==> src/rtl/engine_csr_bank_if.sv <==
// Software register-access bus for engine_csr_bank.
// One write port and one read port; read data returns registered, one cycle after rd_en.
interface engine_csr_bank_if #(
  parameter int ADDR_W = 3,
  parameter int DATA_W = 256
);
  logic              wr_en;
  logic [ADDR_W-1:0] wr_addr;
  logic [DATA_W-1:0] wr_data;
  logic              rd_en;
  logic [ADDR_W-1:0] rd_addr;
  logic [DATA_W-1:0] rd_data;
  logic              rd_valid;

  modport master (
    output wr_en, wr_addr, wr_data, rd_en, rd_addr,
    input  rd_data, rd_valid
  );

  modport slave (
    input  wr_en, wr_addr, wr_data, rd_en, rd_addr,
    output rd_data, rd_valid
  );
endinterface

==> src/rtl/engine_csr_bank.sv <==
// engine_csr_bank: per-channel data register + CSR for NUM_CH crypto engines.
// Address map {channel, sel}: sel 0 = data register, sel 1 = CSR.
// CSR: [0] START/BUSY, [1] DONE (W1C), [2] ERR (W1C), [3] IE, [CSR_W-1:4] MODE.
// Optional busy watchdog: define TIMEOUT_EN to enable a TIMEOUT_CYC cycle limit
// in BUSY; without it a channel waits for its engine indefinitely.
module engine_csr_bank #(
  parameter int NUM_CH      = 4,
  parameter int DATA_W      = 256,
  parameter int CSR_W       = 8,
  parameter int TIMEOUT_CYC = 1024
) (
  input  logic                        clock,
  input  logic                        reset_n,
  engine_csr_bank_if.slave            bus,
  output logic [NUM_CH*DATA_W-1:0]    eng_data,
  output logic [NUM_CH*(CSR_W-4)-1:0] eng_mode,
  output logic [NUM_CH-1:0]           eng_start,
  input  logic [NUM_CH-1:0]           eng_done,
  input  logic [NUM_CH-1:0]           eng_err,
  output logic                        irq
);
  localparam int CH_W   = (NUM_CH > 1) ? $clog2(NUM_CH) : 1;
  localparam int ADDR_W = CH_W + 1;
  localparam int MODE_W = CSR_W - 4;

  // Reject configurations the address map and CSR layout cannot represent.
  if (NUM_CH < 1 || NUM_CH > 8 || CSR_W < 4 || TIMEOUT_CYC < 1) begin : g_bad_params
    $error("engine_csr_bank: unsupported parameter set");
  end

  typedef enum logic [1:0] {
    ST_IDLE  = 2'd0,
    ST_START = 2'd1,
    ST_BUSY  = 2'd2
  } state_t;

  state_t            state_q [NUM_CH];
  logic [DATA_W-1:0] data_q  [NUM_CH];
  logic [MODE_W-1:0] mode_q  [NUM_CH];
  logic [NUM_CH-1:0] done_q;
  logic [NUM_CH-1:0] err_q;
  logic [NUM_CH-1:0] ie_q;

  // Address decode.
  logic [CH_W-1:0]  wr_ch;
  logic [CH_W-1:0]  rd_ch;
  logic             wr_sel;
  logic             rd_sel;
  logic [CSR_W-1:0] wr_csr;

  assign wr_ch  = bus.wr_addr[ADDR_W-1:1];
  assign wr_sel = bus.wr_addr[0];
  assign rd_ch  = bus.rd_addr[ADDR_W-1:1];
  assign rd_sel = bus.rd_addr[0];
  assign wr_csr = bus.wr_data[CSR_W-1:0];

  // Per-channel events for this cycle.
  logic [NUM_CH-1:0] csr_we;
  logic [NUM_CH-1:0] data_we;
  logic [NUM_CH-1:0] launch;
  logic [NUM_CH-1:0] overrun;
  logic [NUM_CH-1:0] sw_csr;
  logic [NUM_CH-1:0] hw_done;
  logic [NUM_CH-1:0] hw_err;
  logic [NUM_CH-1:0] timeout;
  logic [NUM_CH-1:0] finish;

`ifdef TIMEOUT_EN
  localparam int CNT_W = $clog2(TIMEOUT_CYC + 1);
  logic [CNT_W-1:0] cnt_q [NUM_CH];

  // Watchdog fires on the TIMEOUT_CYC-th BUSY cycle unless the engine answers in that cycle.
  always_comb begin
    timeout = '0;
    for (int c = 0; c < NUM_CH; c++) begin
      timeout[c] = (state_q[c] == ST_BUSY) & ~eng_done[c] & ~eng_err[c] &
                   (cnt_q[c] == CNT_W'(TIMEOUT_CYC - 1));
    end
  end
`else
  assign timeout = '0;
`endif

  // Decode software writes and engine responses into per-channel events.
  always_comb begin
    // NOTE: every output of this block gets a default first, so no path can infer a latch.
    csr_we  = '0;
    data_we = '0;
    launch  = '0;
    overrun = '0;
    sw_csr  = '0;
    hw_done = '0;
    hw_err  = '0;
    finish  = '0;
    for (int c = 0; c < NUM_CH; c++) begin
      if (bus.wr_en && wr_ch == CH_W'(c)) begin
        csr_we[c]  = wr_sel;
        data_we[c] = ~wr_sel;
      end
      launch[c]  = csr_we[c] & wr_csr[0] & (state_q[c] == ST_IDLE);
      overrun[c] = csr_we[c] & wr_csr[0] & (state_q[c] != ST_IDLE);
      sw_csr[c]  = csr_we[c] & ~wr_csr[0];
      hw_done[c] = (state_q[c] == ST_BUSY) & eng_done[c];
      hw_err[c]  = (state_q[c] == ST_BUSY) & eng_err[c];
      finish[c]  = hw_done[c] | hw_err[c] | timeout[c];
    end
  end

  // Channel sequencers: IDLE -> START (one-cycle eng_start) -> BUSY -> IDLE.
  always_ff @(posedge clock or negedge reset_n) begin
    if (!reset_n) begin
      for (int c = 0; c < NUM_CH; c++) begin
        state_q[c] <= ST_IDLE;
`ifdef TIMEOUT_EN
        cnt_q[c]   <= '0;
`endif
      end
      eng_start <= '0;
    end else begin
      for (int c = 0; c < NUM_CH; c++) begin
        // NOTE: state is updated with <= so every channel sees the pre-edge values of its neighbours and itself.
        case (state_q[c])
          ST_IDLE: begin
            if (launch[c]) begin
              state_q[c]   <= ST_START;
              eng_start[c] <= 1'b1;
            end
          end
          ST_START: begin
            state_q[c]   <= ST_BUSY;
            eng_start[c] <= 1'b0;
`ifdef TIMEOUT_EN
            cnt_q[c]     <= '0;
`endif
          end
          ST_BUSY: begin
            if (finish[c]) begin
              state_q[c] <= ST_IDLE;
            end
`ifdef TIMEOUT_EN
            else begin
              cnt_q[c] <= cnt_q[c] + CNT_W'(1);
            end
`endif
          end
          default: begin
            state_q[c]   <= ST_IDLE;
            eng_start[c] <= 1'b0;
          end
        endcase
      end
    end
  end

  // Data registers, sticky flags, IE and MODE; hardware sets win over W1C.
  always_ff @(posedge clock or negedge reset_n) begin
    if (!reset_n) begin
      for (int c = 0; c < NUM_CH; c++) begin
        // NOTE: the data array is reset because engines may consume eng_data right after reset.
        data_q[c] <= '0;
        mode_q[c] <= '0;
      end
      done_q <= '0;
      err_q  <= '0;
      ie_q   <= '0;
    end else begin
      for (int c = 0; c < NUM_CH; c++) begin
        if (data_we[c] && state_q[c] == ST_IDLE) begin
          data_q[c] <= bus.wr_data;
        end
        if (launch[c] || sw_csr[c]) begin
          ie_q[c]   <= wr_csr[3];
          mode_q[c] <= wr_csr[CSR_W-1:4];
        end
        done_q[c] <= hw_done[c] |
                     (done_q[c] & ~(launch[c] | (sw_csr[c] & wr_csr[1])));
        err_q[c]  <= hw_err[c] | timeout[c] | overrun[c] |
                     (err_q[c] & ~((launch[c] | sw_csr[c]) & wr_csr[2]));
      end
    end
  end

  // Software view of each CSR and the combinational read mux.
  logic [CSR_W-1:0]  csr_view [NUM_CH];
  logic [DATA_W-1:0] rd_mux;

  always_comb begin
    rd_mux = '0;
    for (int c = 0; c < NUM_CH; c++) begin
      csr_view[c] = {mode_q[c], ie_q[c], err_q[c], done_q[c], state_q[c] != ST_IDLE};
      if (rd_ch == CH_W'(c)) begin
        rd_mux = rd_sel ? DATA_W'(csr_view[c]) : data_q[c];
      end
    end
  end

  // Registered read port; data holds between reads.
  always_ff @(posedge clock or negedge reset_n) begin
    if (!reset_n) begin
      bus.rd_data  <= '0;
      bus.rd_valid <= 1'b0;
    end else begin
      bus.rd_valid <= bus.rd_en;
      if (bus.rd_en) begin
        bus.rd_data <= rd_mux;
      end
    end
  end

  // Interrupt: registered OR of enabled sticky flags.
  always_ff @(posedge clock or negedge reset_n) begin
    if (!reset_n) begin
      irq <= 1'b0;
    end else begin
      irq <= |(ie_q & (done_q | err_q));
    end
  end

  // Flatten per-channel registers onto the engine-facing buses.
  always_comb begin
    eng_data = '0;
    eng_mode = '0;
    for (int c = 0; c < NUM_CH; c++) begin
      eng_data[c*DATA_W +: DATA_W] = data_q[c];
      eng_mode[c*MODE_W +: MODE_W] = mode_q[c];
    end
  end
endmodule

==> src/flat_wrapper.sv <==
// flat-port wrapper written by rule: the top's interface ports become plain ports
module engine_csr_bank_flat 
#(
  parameter int NUM_CH      = 4,
  parameter int DATA_W      = 256,
  parameter int CSR_W       = 8,
  parameter int TIMEOUT_CYC = 1024
)
  (clock, reset_n, eng_data, eng_mode, eng_start, eng_done, eng_err, irq, bus_wr_en, bus_wr_addr, bus_wr_data, bus_rd_en, bus_rd_addr, bus_rd_data, bus_rd_valid);
  engine_csr_bank_if #(.DATA_W(DATA_W)) bus_i ();
  input  logic clock;
  input  logic reset_n;
  output logic [NUM_CH*DATA_W-1:0] eng_data;
  output logic [NUM_CH*(CSR_W-4)-1:0] eng_mode;
  output logic [NUM_CH-1:0] eng_start;
  input  logic [NUM_CH-1:0] eng_done;
  input  logic [NUM_CH-1:0] eng_err;
  output logic irq;
  input wire logic [$bits(bus_i.wr_en)-1:0] bus_wr_en;
  input wire logic [$bits(bus_i.wr_addr)-1:0] bus_wr_addr;
  input wire logic [$bits(bus_i.wr_data)-1:0] bus_wr_data;
  input wire logic [$bits(bus_i.rd_en)-1:0] bus_rd_en;
  input wire logic [$bits(bus_i.rd_addr)-1:0] bus_rd_addr;
  output wire logic [$bits(bus_i.rd_data)-1:0] bus_rd_data;
  output wire logic [$bits(bus_i.rd_valid)-1:0] bus_rd_valid;
  assign bus_i.wr_en = bus_wr_en;
  assign bus_i.wr_addr = bus_wr_addr;
  assign bus_i.wr_data = bus_wr_data;
  assign bus_i.rd_en = bus_rd_en;
  assign bus_i.rd_addr = bus_rd_addr;
  assign bus_rd_data = bus_i.rd_data;
  assign bus_rd_valid = bus_i.rd_valid;
  engine_csr_bank #(.NUM_CH(NUM_CH), .DATA_W(DATA_W), .CSR_W(CSR_W), .TIMEOUT_CYC(TIMEOUT_CYC)) u_core (.clock(clock), .reset_n(reset_n), .bus(bus_i), .eng_data(eng_data), .eng_mode(eng_mode), .eng_start(eng_start), .eng_done(eng_done), .eng_err(eng_err), .irq(irq));
endmodule
==> config.mk <==
export PLATFORM = sky130hd
export DESIGN_NAME = engine_csr_bank_flat
export DESIGN_NICKNAME = d
export VERILOG_FILES = /design/src/rtl/engine_csr_bank_if.sv /design/src/rtl/engine_csr_bank.sv /design/src/flat_wrapper.sv
export SDC_FILE = /design/constraint.sdc
export NUM_CORES = 2
export LEC_CHECK = 0
export ABC_CLOCK_PERIOD_IN_PS = 3600
export CAP_MARGIN = 20
export CORE_AREA = 2 2 610 612
export CTS_CLUSTER_DIAMETER = 100
export DETAILED_ROUTE_END_ITERATION = 8
export DIE_AREA = 0 0 612 614
export PLACE_DENSITY_LB_ADDON = 0.3
export SLEW_MARGIN = 20
export SYNTH_ARGS = -nofsm -noshare
export SYNTH_HDL_FRONTEND = slang
export SYNTH_SLANG_ARGS = --single-unit
==> constraint.sdc <==
create_clock -name clock -period 3.6 [get_ports clock]
set_input_delay 0.9 -clock clock [delete_from_list [all_inputs] [get_ports clock]]
set_output_delay 0.9 -clock clock [all_outputs]
set_load 0.005 [all_outputs]
==> results.md <==
* Outcome: finished, final reports clean
* Max IR drop VDD at roughly 0.38 mV
* H-tree depth at 4
* Combinational power share at 28.5%
* Total track usage at 16.6%
* EDFF count, synth at 0
* Multiplexer share of the synthesized area at 31.3%
* Main combinational cell family by area after synthesis: multiplexers
* Main synth FF type: dfrtp_1
* RSZ-0062 raised after global routing: false
* # DRC at 0
* PnR worst setup slack at 352 ps
* Mapped Cells at 3763
* Sink Count at about 1300
* 1st-pass router iterations at 5
* Global-route wire length before repair at 423000 um
* Crit-path cells: clkdlybuf4s50_1
* Post-route antenna net violation count at 0
* Antenna violations before repair at 33
* Number of gates resized after CTS at 0
* Total number of vias at 39900
* Placed cell count at ~10000
* Synth top area share at 59.0%
* Final hold vios at 0
* Effective utilization at floorplan at 15.2%
* Post-placement worst setup slack at 163 ps
* Largest net degree at the start of global routing at 98
* CP Capture Type: primary output
* IO Pins at 1576
* Startpoint types: flop
* Die area at 376000 um2
* CTS tree: yes
* Total gr overflow at 0
* Top cells by count, synth: dfrtp_1, mux2_1, o21ai_0, nand2_1, inv_1
* Critical path type: flop to primary output
* Post-Route WL at around 320000 um
* Crit-path max cell delay at 1150 ps
* Post-synthesis compound-gate area fraction at under 10%
* P_int at 37.1 mW
* Die W at 612 um
* P&R area growth vs syn at 50.9%
* Vias in the first global route at 42000
* Worst min path class: primary input to async pin
* Net Switching at 17.5 mW
* Async S/R FF share, synth at 100%
* Clk slew on worst S/H paths at 60 ps
* Worst path required time at 2700 ps
* WL/cell at 30.7 um
* Clk buf depth at 4
* Layout cells sized above 1 at 14.9%
* XOR/XNOR Fraction of Synth Area at 0%
* Crit-path max FO at 3
* Hold_buf cts at 0
* Fin. max-slew vios at 0
* Tmin final at about 3200 ps
* Cell taking the most area after synthesis: dfrtp_1
* GPL Wtd Cong at 0.865
* Initial drt markers at around 2400
* Layout Skew at 42.1 ps
* Final Power at 54.6 mW
* Slowest CP cell: clkdlybuf4s50_1
* Register area share after synthesis at between 50 and 60%
* Leakage dissipation at around 34 nW
* CP Buf/Inv Count at 1
* Top-count cell post-synth: dfrtp_1
* Normalized max-slew margin at roughly a third
* Largest cells by area after synthesis: dfrtp_1, mux2_1, mux4_2
* Final non-filler cell total at approximately 11000
* Synth Area in Adders at 0%
* Post-synthesis simple-gate area fraction at 2.29%
* Worst path top cell family by delay: buffers and inverters
* CP arrival at 2350 ps
* P per Cell Area at 645 nW/um2
* Fin nets at 5697
* Synth Register Bits at 1322
* Die Ht at 614 um
* Slew @ Worst Pin at 1020 ps
* Max_cap viols at 0
* FP Rows at between 200 and 250
* Synthesized area per cell at ~15 um2
* Switching fraction of total power at between 30% and 40%
* PortBufs at 1575
* Hold WS at approximately 53 ps
* Synth warn at 0
* # setup viols final at 0
* Reg power frac at between 30% and 40%
* Setup Fix Bufs, Post-CTS at 0
* Crit share post-route at 90.2%
* Max Freq at 308 MHz
* Clock share of power at 32.8%
* Number of vias per cell at 3.79
* Final HPWL DP at around 260000 um
* Core Box Area at approximately 370000 um2
* Root Buffer: clkbuf_16
* Unique masters post-synth at 38
* CTS Buf Count at 170
* Mapped cell area at 56100 um2
* Syn_nets at 4037
* Setup_tns at 0 ps
* Clk Latency, worst-skew pair at 860 ps
-- per-stage QoR --
| step | cell area (um2) | util [%] |
|---|---|---|
| finish | 84700 | 22.9 |
| global route | 84600 | 22.9 |
| CTS | 84600 | 22.9 |
| detailed placement | 78800 | 21.3 |
| global placement | 78800 | 21.3 |
| floorplan | 56100 | - |
-- power by group through the flow --
stage,Clock (mW),Sequential [mW],Combinational [mW]
global placement,0,21.1,16.1
global route,19.1,21.5,16.6
floorplan,0,20.4,3.98
detailed placement,0,21.3,16.2
finish,17.9,21.1,15.6
CTS,18.5,21.1,16.2
-- layer usage --
metal	global-route usage, %	wire length [um]
met4	6.41	13000
met3	6.85	30800
met2	28.0	159000
met1	18.6	121000
met5	0	150
-- kinds of logic (layout without fill, tap and decap cells) --
kind of cell	after synthesis	in the layout
mux	1309	1309
flops	1322	1322
compound gates	310	310
simple gates	313	313
buf+inv	509	2301
other cells	0	16
-- layout by cell type, fill, tap and decap left out, types with 14 or more instances in the layout --
cell	instances
a21oi_1	16
buf_12	81
buf_4	85
bufinv_16	14
clkbuf_1	37
clkbuf_16	176
clkbuf_8	36
clkdlybuf4s50_1	1569
clkinv_2	22
dfrtp_1	1322
diode_2	16
inv_1	257
mux2_1	912
mux2_2	129
mux2i_1	14
mux4_2	254
nand2_1	263
nor2_1	17
o21ai_0	274
-- registers in the layout (all words and copies together) (netlist names), 4 cells and up --
name / cells
u_core.eng_data: 1024
u_core.bus.rd_data: 256
u_core.eng_mode: 16
u_core.state_q: 8
u_core.done_q: 4
u_core.eng_start: 4
u_core.err_q: 4
u_core.ie_q: 4
-- final timing paths --
check                                       from                 endpoint  slack (ps)  cells past startpoint
setup / recovery              u_core.eng_mode[5]              eng_mode[5]         350                      1
hold / removal                           reset_n     u_core.eng_data[962]          50                      1
setup reg to reg               u_core.state_q[6]     u_core.eng_data[105]        1380                      5
hold reg to reg            u_core.bus.rd_data[4]    u_core.bus.rd_data[4]         500                      1
max in group asynchronous                reset_n  u_core.bus.rd_data[121]        2280                      2
min in group clock                     bus_rd_en      u_core.bus.rd_valid         310                      1
-- layout make-up --
class,instances,area (um2)
clock buffers,249,5040
well taps,4972,6220
clock inverters,55,758
inverters,257,965
flip-flops and latches,1322,33100
fillers,39100,286000
diodes,16,40.0
multi-input cells,1932,20500
repair buffers,1740,18000
(Power assumes the default switching activity.)
